[config.mk]
export PLATFORM = sky130hd
export DESIGN_NAME = mapper_ram_responder
export DESIGN_NICKNAME = d
export VERILOG_FILES = /design/src/rtl/mapper_ram_responder.sv
export SDC_FILE = /design/constraint.sdc
export NUM_CORES = 1
export LEC_CHECK = 0
export ABC_AREA = 0
export BUFFER_PORTS_ARGS = -buffer_cell sky130_fd_sc_hd__buf_2
export CORE_MARGIN = 4
export CORE_UTILIZATION = 30
export CTS_CLUSTER_DIAMETER = 60
export DETAILED_ROUTE_END_ITERATION = 12
export PLACE_DENSITY_LB_ADDON = 0.15
export SKIP_LAST_GASP = 1
export SLEW_MARGIN = 20
export SYNTH_ARGS = -nofsm -noshare
export SYNTH_HDL_FRONTEND = slang
export SYNTH_SLANG_ARGS = --single-unit
[constraint.sdc]
create_clock -name clk -period 2.1 [get_ports clk]
set_clock_uncertainty 0.15 [all_clocks]
set_input_delay 0.105 -clock clk [delete_from_list [all_inputs] [get_ports clk]]
set_output_delay 0.105 -clock clk [all_outputs]
set_load 0.05 [all_outputs]
[src/rtl/mapper_ram_responder.sv]
// mapper_ram_responder
// Memory-side responder for slot mappers. Takes the translated address and
// chip select from the mapper output mux, runs exactly one SDRAM transaction
// per CPU access and stalls the Z80 through cpu_wait until the data is back.
// A transaction that never sees an ack is forced to complete after TIMEOUT
// cycles and leaves a sticky timeout_err behind.
//
// Optional feature: define MAPPER_RESP_CACHE_EN to add a one-entry read cache
// (tag/data/valid). Without the macro every access goes to SDRAM and no cache
// state is built.

module mapper_ram_responder #(
  parameter int ADDR_W  = 27,
  parameter int TIMEOUT = 255,
  parameter int TO_W    = 8
) (
  input  logic              clk,
  input  logic              reset_n,
  input  logic [ADDR_W-1:0] req_addr,
  input  logic              req_cs,
  input  logic              req_rd,
  input  logic              req_wr,
  input  logic [7:0]        req_wdata,
  output logic              cpu_wait,
  output logic [7:0]        cpu_rdata,
  output logic              rdata_valid,
  output logic              timeout_err,
  output logic              sdram_req,
  output logic              sdram_we,
  output logic [ADDR_W-1:0] sdram_addr,
  output logic [7:0]        sdram_din,
  input  logic              sdram_ack,
  input  logic [7:0]        sdram_dout
);

  typedef enum logic [1:0] {
    ST_IDLE     = 2'd0,
    ST_REQ      = 2'd1,
    ST_WAIT_ACK = 2'd2,
    ST_DONE     = 2'd3
  } state_t;

  // Terminal count of the ack watchdog and its increment.
  localparam logic [TO_W-1:0] TO_LAST = TO_W'(TIMEOUT - 1);
  localparam logic [TO_W-1:0] TO_ONE  = TO_W'(1);

  // FSM and datapath registers.
  state_t            r_state;
  logic              r_act_d;
  logic [TO_W-1:0]   r_to_cnt;
  logic [7:0]        r_cpu_rdata;
  logic              r_rdata_valid;
  logic              r_timeout_err;
  logic              r_sdram_req;
  logic              r_sdram_we;
  logic [ADDR_W-1:0] r_sdram_addr;
  logic [7:0]        r_sdram_din;

  // Decoded access conditions.
  logic              w_act;
  logic              w_start;
  logic              w_busy;
  logic              w_to_last;
  logic              w_hit;
  logic [7:0]        w_hit_data;

  // An access exists only while the mapper selects RAM and the CPU strobes.
  assign w_act     = req_cs & (req_rd | req_wr);
  // Only a rising act edge seen in IDLE opens a transaction, so a strobe held
  // past completion cannot start a second one.
  assign w_start   = w_act & ~r_act_d & (r_state == ST_IDLE);
  assign w_busy    = (r_state == ST_REQ) | (r_state == ST_WAIT_ACK);
  assign w_to_last = (r_to_cnt == TO_LAST);

`ifdef MAPPER_RESP_CACHE_EN
  // One-entry read cache.
  logic [ADDR_W-1:0] r_tag;
  logic [7:0]        r_cache_data;
  logic              r_cache_valid;
  logic              w_tag_match;
  logic              w_fill;
  logic              w_wr_update;

  assign w_tag_match = r_cache_valid & (req_addr == r_tag);
  // Both strobes high counts as a write, so it can never hit.
  assign w_hit       = w_start & ~req_wr & w_tag_match;
  assign w_hit_data  = r_cache_data;
  // Fill only on a real read ack; a timed-out read leaves the entry alone.
  assign w_fill      = (r_state == ST_WAIT_ACK) & sdram_ack & ~r_sdram_we;
  // Write-through keeps the cached byte coherent with SDRAM.
  assign w_wr_update = w_start & req_wr & w_tag_match;

  // Cache entry maintenance: miss fill and write-through update.
  always_ff @(posedge clk or negedge reset_n) begin
    if (!reset_n) begin
      r_tag         <= {ADDR_W{1'b0}};
      r_cache_data  <= 8'h00;
      r_cache_valid <= 1'b0;
    end else if (w_fill) begin
      r_tag         <= r_sdram_addr;
      r_cache_data  <= sdram_dout;
      r_cache_valid <= 1'b1;
    end else if (w_wr_update) begin
      r_cache_data  <= req_wdata;
    end
  end
`else
  assign w_hit      = 1'b0;
  assign w_hit_data = 8'hFF;
`endif

  // The CPU is stalled from the very first access cycle (combinationally)
  // until the transaction has left WAIT_ACK; cache hits never stall.
  assign cpu_wait = (w_start & ~w_hit) | w_busy;

  // Edge detector for the CPU access strobe.
  always_ff @(posedge clk or negedge reset_n) begin
    if (!reset_n) begin
      r_act_d <= 1'b0;
    end else begin
      r_act_d <= w_act;
    end
  end

  // Transaction FSM with registered SDRAM and CPU-side outputs.
  always_ff @(posedge clk or negedge reset_n) begin
    if (!reset_n) begin
      r_state       <= ST_IDLE;
      r_to_cnt      <= {TO_W{1'b0}};
      r_cpu_rdata   <= 8'hFF;
      r_rdata_valid <= 1'b0;
      r_timeout_err <= 1'b0;
      r_sdram_req   <= 1'b0;
      r_sdram_we    <= 1'b0;
      r_sdram_addr  <= {ADDR_W{1'b0}};
      r_sdram_din   <= 8'h00;
    end else begin
      // Single-cycle strobes default low every cycle.
      r_rdata_valid <= 1'b0;
      r_sdram_req   <= 1'b0;
      case (r_state)
        ST_IDLE: begin
          if (w_hit) begin
            // Cached read: answer next cycle without touching SDRAM.
            r_cpu_rdata   <= w_hit_data;
            r_rdata_valid <= 1'b1;
            r_state       <= ST_DONE;
          end else if (w_start) begin
            // Latch the request; the SDRAM side sees it stable until done.
            r_sdram_addr  <= req_addr;
            r_sdram_we    <= req_wr;
            r_sdram_din   <= req_wdata;
            r_sdram_req   <= 1'b1;
            r_state       <= ST_REQ;
          end
        end
        ST_REQ: begin
          // sdram_req is high for exactly this cycle; arm the watchdog.
          r_to_cnt <= {TO_W{1'b0}};
          r_state  <= ST_WAIT_ACK;
        end
        ST_WAIT_ACK: begin
          r_to_cnt <= r_to_cnt + TO_ONE;
          if (sdram_ack) begin
            // A real ack always wins over the terminal count.
            if (!r_sdram_we) begin
              r_cpu_rdata   <= sdram_dout;
              r_rdata_valid <= 1'b1;
            end
            r_state <= ST_DONE;
          end else if (w_to_last) begin
            // Forced completion: reads return the open-bus value.
            if (!r_sdram_we) begin
              r_cpu_rdata   <= 8'hFF;
              r_rdata_valid <= 1'b1;
            end
            r_timeout_err <= 1'b1;
            r_state       <= ST_DONE;
          end
        end
        ST_DONE: begin
          // Wait for the CPU to release the strobe before re-arming.
          if (!w_act) begin
            r_state <= ST_IDLE;
          end
        end
        default: begin
          r_state <= ST_IDLE;
        end
      endcase
    end
  end

  assign cpu_rdata   = r_cpu_rdata;
  assign rdata_valid = r_rdata_valid;
  assign timeout_err = r_timeout_err;
  assign sdram_req   = r_sdram_req;
  assign sdram_we    = r_sdram_we;
  assign sdram_addr  = r_sdram_addr;
  assign sdram_din   = r_sdram_din;

endmodule

* Word-level counts from Yosys, hierarchy flattened
Index checks and enable logic that the tools add are counted.
Word-level totals: bits of input ports 49, memory bits (writable) 0, memories kept 0, memory bits (read-only) 0, logic and storage cells 50, output and inout port bits 48, latch bits 0, flip-flop bits (word level) 58
Cells by class: div/mod/pow operators 0, $mul 0, shift-type cells 0, eq/ne operators 7, add/sub/neg operators 1, bitwise gates (word level) 9, reductions and logical operators 7, magnitude comparators 0, mux-type cells 16
Operator list (number):
- $mux 8 | 4
- $pmux 8 s2 | 1
- $reduce_and 3->1 | 3
- $add 8x1->8 const B | 1
- $eq 8x8->1 const B | 1
- $mux 2 | 4
- $pmux 2 s4 | 1
- $mux 1 | 6
- $eq 2x2->1 const B | 2
- $ne 2x2->1 const B | 2
- $reduce_bool 2->1 | 2
- $and 1x1->1 | 3
- $ne 3x3->1 const B | 1
- $not 1->1 | 3
- $or 1x1->1 | 3
- $eq 2x1->1 const B | 1
- $logic_not 2->1 | 1
- $reduce_and 2->1 | 1

* Logic depth before layout (Yosys ltp)
word-level depth 6, mapped depth 7, depth with buffers taken out 6

* Worst setup path after synthesis
Ideal clock, no wire load.
path type register -> register, start point register r_state[0], end point register r_state[1], path buffers 0, arrival 1.428 ns, stages on the path, launching flop included 6, library setup time 0.128 ns, clock period less this slack 1.706 ns, path slack 0.394 ns, data required time 1.822 ns, cell sequence dfrtp_1 inv_1 ha_1 inv_1 o311ai_2 mux2_1
On the way: cells in the longest elaborated chain, start to end 4, elaborated cells between the ends (all ways) 10, classes of those cells eq/ne (6); mux (1); bitwise (1); reduce/logical (2)
RTL lines:
- from (decl) | RTL line 48 | state_t r_state;
- from (signal assigned) | RTL line 128 | r_state <= ST_IDLE;
- from (signal assigned) | RTL line 147 | r_state <= ST_DONE;
- from (signal assigned) | RTL line 154 | r_state <= ST_REQ;
- $logic_not 2->1 | RTL line 71, 141
- $and 1x1->1 | RTL line 71 | assign w_start = w_act & ~r_act_d & (r_state == ST_IDLE);
- $ne 2x2->1 (no source line)
- $reduce_and 3->1 (no source line)
Several ways; a longest one is shown, not always the timed one. A chain may end at the register's enable or synchronous reset.

* Worst setup path in the final report
start point register r_state[0], end point output port cpu_wait
On the way: cells in the longest elaborated chain, start to end 3, elaborated cells between the ends (all ways) 6, classes of those cells eq/ne (2); bitwise (3); reduce/logical (1)
RTL lines:
- $eq 2x1->1 or $eq 2x2->1 (tied branches) | RTL line 72 | assign w_busy = (r_state == ST_REQ) | (r_state == ST_WAIT_ACK);
- $or 1x1->1 (*) | RTL line 72
- via w_busy | RTL line 62 | logic w_busy;
- $or 1x1->1 (*) | RTL line 114 | assign cpu_wait = (w_start & ~w_hit) | w_busy;
- to (decl) | RTL line 24 | output logic cpu_wait,
Mark *: on every way through the listed nets, which the timed path passes. The rest lies on a longest branch.

==> flow_metrics.env <==
export IMPL_netSwitchingFraction=0.472
export IMPL_drc=0
export IMPL_path_max_fanout=12
export IMPL_finalWirelength_um=5810
export IMPL_multi_input_area_um2=886
export IMPL_ios=97
export IMPL_wl_met2_um=3090
export IMPL_syn_num_nets=219
export IMPL_switchingPower_mw=2.97
export IMPL_dp_hpwl_um=3720
export IMPL_coreArea_mm2=0.00781
export IMPL_drt_iter0_drc=52
export IMPL_relSlewSlack=0.751
export IMPL_netlist_instances=165
export IMPL_worstSetupEndpointType="output port"
export IMPL_fin_crit_sh=0.955
export IMPL_cp_num_buf_inv=3
export IMPL_synth_seq_cells=58
export IMPL_syn_avg_cell_area_um2=14.7
export IMPL_power_frac_clock=0.159
export IMPL_setup_viol=0
export IMPL_p_int_mw=3.32
export IMPL_ant_nets=0
export IMPL_place_gp_congestion=0.724
export IMPL_yosysTopAreaCell="dfrtp_1"
export IMPL_grt_max_degree=31
export IMPL_rsz0062_at_grt="false"
export IMPL_cp_slowest_stage_delay_ns=0.35
export IMPL_syn_area_mm2=0.00243
export IMPL_core_rowCount=32
export IMPL_detail_route_first_pass_iterations=4
export IMPL_fin_ws_ns=0.0940
export IMPL_cp_cell_sequence="inv_1 -> ha_1 -> buf_4 -> or2_2 -> buf_4"
export IMPL_crit_path_frequent_cell="buf_4"
export IMPL_initial_core_util=0.312
export IMPL_track_usage=0.128
export IMPL_synth_area_top_cells="dfrtp_1 (51%), mux2_4 (11%), dfstp_2 (8.6%)"
export IMPL_drive_above_1_share=0.515
export IMPL_routedWlPerCell_um=13.5
export IMPL_tritoncts="yes"
export IMPL_grt_pass1_wl_um=9590
export IMPL_tightest_slew_ns=0.373
export IMPL_timing_max_cap_violations=0
export IMPL_antenna_found_initial=0
export IMPL_wl_met1_um=2310
export IMPL_critPathLaunchType="flip-flop"
export IMPL_cp_required_ns=1.85
export IMPL_crit_family="buffers and inverters"
export IMPL_syn_to_final_growth_pct=54.6
export IMPL_insertedDiodeCount=0
export IMPL_hold_ws_ns=0.159
export IMPL_arrival_ns=1.75
export IMPL_highest_layer="met4"
export IMPL_slowest_stage="dfrtp_1"
export IMPL_htreeDepth=3
export IMPL_most_common_layout_cells="buf_2 (95), dfrtp_1 (50), dlygate4sd3_1 (48)"
export IMPL_clock_latency_ns=0.33
export IMPL_leakage_nw=1.82
export IMPL_fmax_mhz=499
export IMPL_fp_dieArea_mm2=0.00962
export IMPL_synth_top_cell_area_share=0.514
export IMPL_nFillCells=714
export IMPL_ys_types=32
export IMPL_place_ws_ns=0.216
export IMPL_grt_pass1_vias=2029
export IMPL_drv_slew=0
export IMPL_nets=377
export IMPL_critical_path_class="reg2out"
export IMPL_numCtsBuffers=9
export IMPL_grt_overflow_total=0
export IMPL_cellPowerDensity_mw_per_mm2=1670
export IMPL_hold_class="in2reg"
export IMPL_outcome="finished clean"
export IMPL_yosys_warnings=0
export IMPL_layout_commonest_cell="buf_2"
export IMPL_clock_root_buffer="clkbuf_8"
export IMPL_vias=1902
export IMPL_io_buffers=96
export IMPL_pwr_share_comb=0.538
export IMPL_seq_power_share=0.303
export IMPL_ys_seq_area_frac=0.601
export IMPL_cts_num_sinks=58
export IMPL_seqCellArea_mm2=0.00146
export IMPL_via_per_inst=4.42
export IMPL_die_x_um=98.1
export IMPL_tns_ns=0
export IMPL_fin_cells=430
export IMPL_dp_cells=362
export IMPL_hold_viol_final=0
export IMPL_fin_crit_ns=2.01
export IMPL_die_height_um=98.1
export IMPL_clk_pin_slew_worst_paths_ns=0.06
export IMPL_ir_drop_v=0.000749
export IMPL_cts_buffer_depth=2
export IMPL_met3WireLength_um=336
[path summary, 6_finish.rpt]
path	start	endpoint	slack (ns)	cells after the start
worst max-delay path	r_state[0]$_DFFE_PN0P_	cpu_wait	0.09	5
worst min register to register	timeout_err$_DFFE_PN0P_	timeout_err$_DFFE_PN0P_	0.32	1
worst max register to register	r_state[0]$_DFFE_PN0P_	sdram_din[3]$_DFFE_PN0P_	0.12	6
min in group asynchronous	reset_n	sdram_addr[19]$_DFFE_PN0P_	0.17	3
worst min-delay path	req_rd	r_state[0]$_DFFE_PN0P_	0.16	5
max in group asynchronous	reset_n	cpu_rdata[5]$_DFFE_PN1P_	1.32	3
[power groups by stage]
stage	Combinational (mW)	Sequential (mW)	Clock [mW]
3_3_place_gp	3.28	1.92	0
5_1_grt	3.58	1.96	1.09
2_1_floorplan	1.00	3.46	0
3_5_place_dp	3.29	1.91	0
6_report	3.39	1.90	1.00
4_1_cts	3.40	1.91	1.04
[flip-flops by register name, summed over array words and instances (netlist names)]
register	flops
cpu_rdata	8
r_act_d	1
r_state	2
r_to_cnt	8
rdata_valid	1
sdram_addr	27
sdram_din	8
sdram_req	1
sdram_we	1
timeout_err	1
[area by class of cell]
| type | count | share of cell area |
|---|---|---|
| multi-input cells | 95 | 0.236 |
| flip-flops and latches | 58 | 0.389 |
| clock inverters | 5 | 0.0143 |
| inverters | 6 | 0.00599 |
| clock buffers | 11 | 0.0376 |
| repair buffers | 153 | 0.284 |
| well taps | 102 | 0.0339 |
[cells by family after synthesis]
logic type / count (synthesis) / share of synthesized area
flops: 58 / 0.601
xor+xnor: 1 / 0.00360
fa+ha+maj: 5 / 0.0257
mux: 37 / 0.199
simple gates: 26 / 0.0571
compound gates: 26 / 0.0761
buf+inv: 12 / 0.0380
[stage by stage]
step                       util  area [um^2]  total power [mW]
after floorplan               -         2430              4.46
final                     0.482         3760              6.29
after global routing      0.482         3760              6.63
after detailed placement  0.388         3030              5.20
after CTS                 0.480         3750              6.35
after global placement    0.388         3030              5.20
[what timing repair did]
| item | in CTS | in global routing |
|---|---|---|
| endpoints found under the setup margin | 1 | 1 |
| hold buffers | 48 | 0 |
| endpoints found under the hold margin | 104 | 0 |
| cloned | 1 | 0 |
| resized for setup | 1 | 0 |
| setup buffers | 1 | 2 |
[metal layers]
metal / global-route usage / vias up
li1: - / 906
met1: 0.139 / 933
met2: 0.224 / 53
met3: 0.0379 / 10
met4: 0.0682 / 0
met5: 0 / -
[synth_stat cells]
master    number
a21o_1         2
a21oi_1        2
a22oi_1        1
and3_1         1
buf_12         2
buf_4          2
buf_6          1
clkbuf_1       1
dfrtp_1       50
dfstp_2        8
ha_1           5
inv_1          6
mux2_1         1
mux2_2        18
mux2_4        18
nand2_1        6
nand3_1        4
nand3b_1       1
nand4_1        2
nor2_1         4
nor2_2         1
nor2b_1        2
nor3_1         1
nor3b_2        1
o21a_1         1
o21ai_0       10
o21ai_2        1
o22a_1         8
o311ai_2       1
or2_2          1
or3_1          2
xor2_1         1
[worst reg2reg max path, delay by kind of cell (launching register included)]
kind,cells,cell delay (ns)
mux,1,0.32
flops,1,0.38
fa+ha+maj,1,0.21
simple gates,1,0.25
buf+inv,3,0.56
Power figures use the tool's default switching activity.
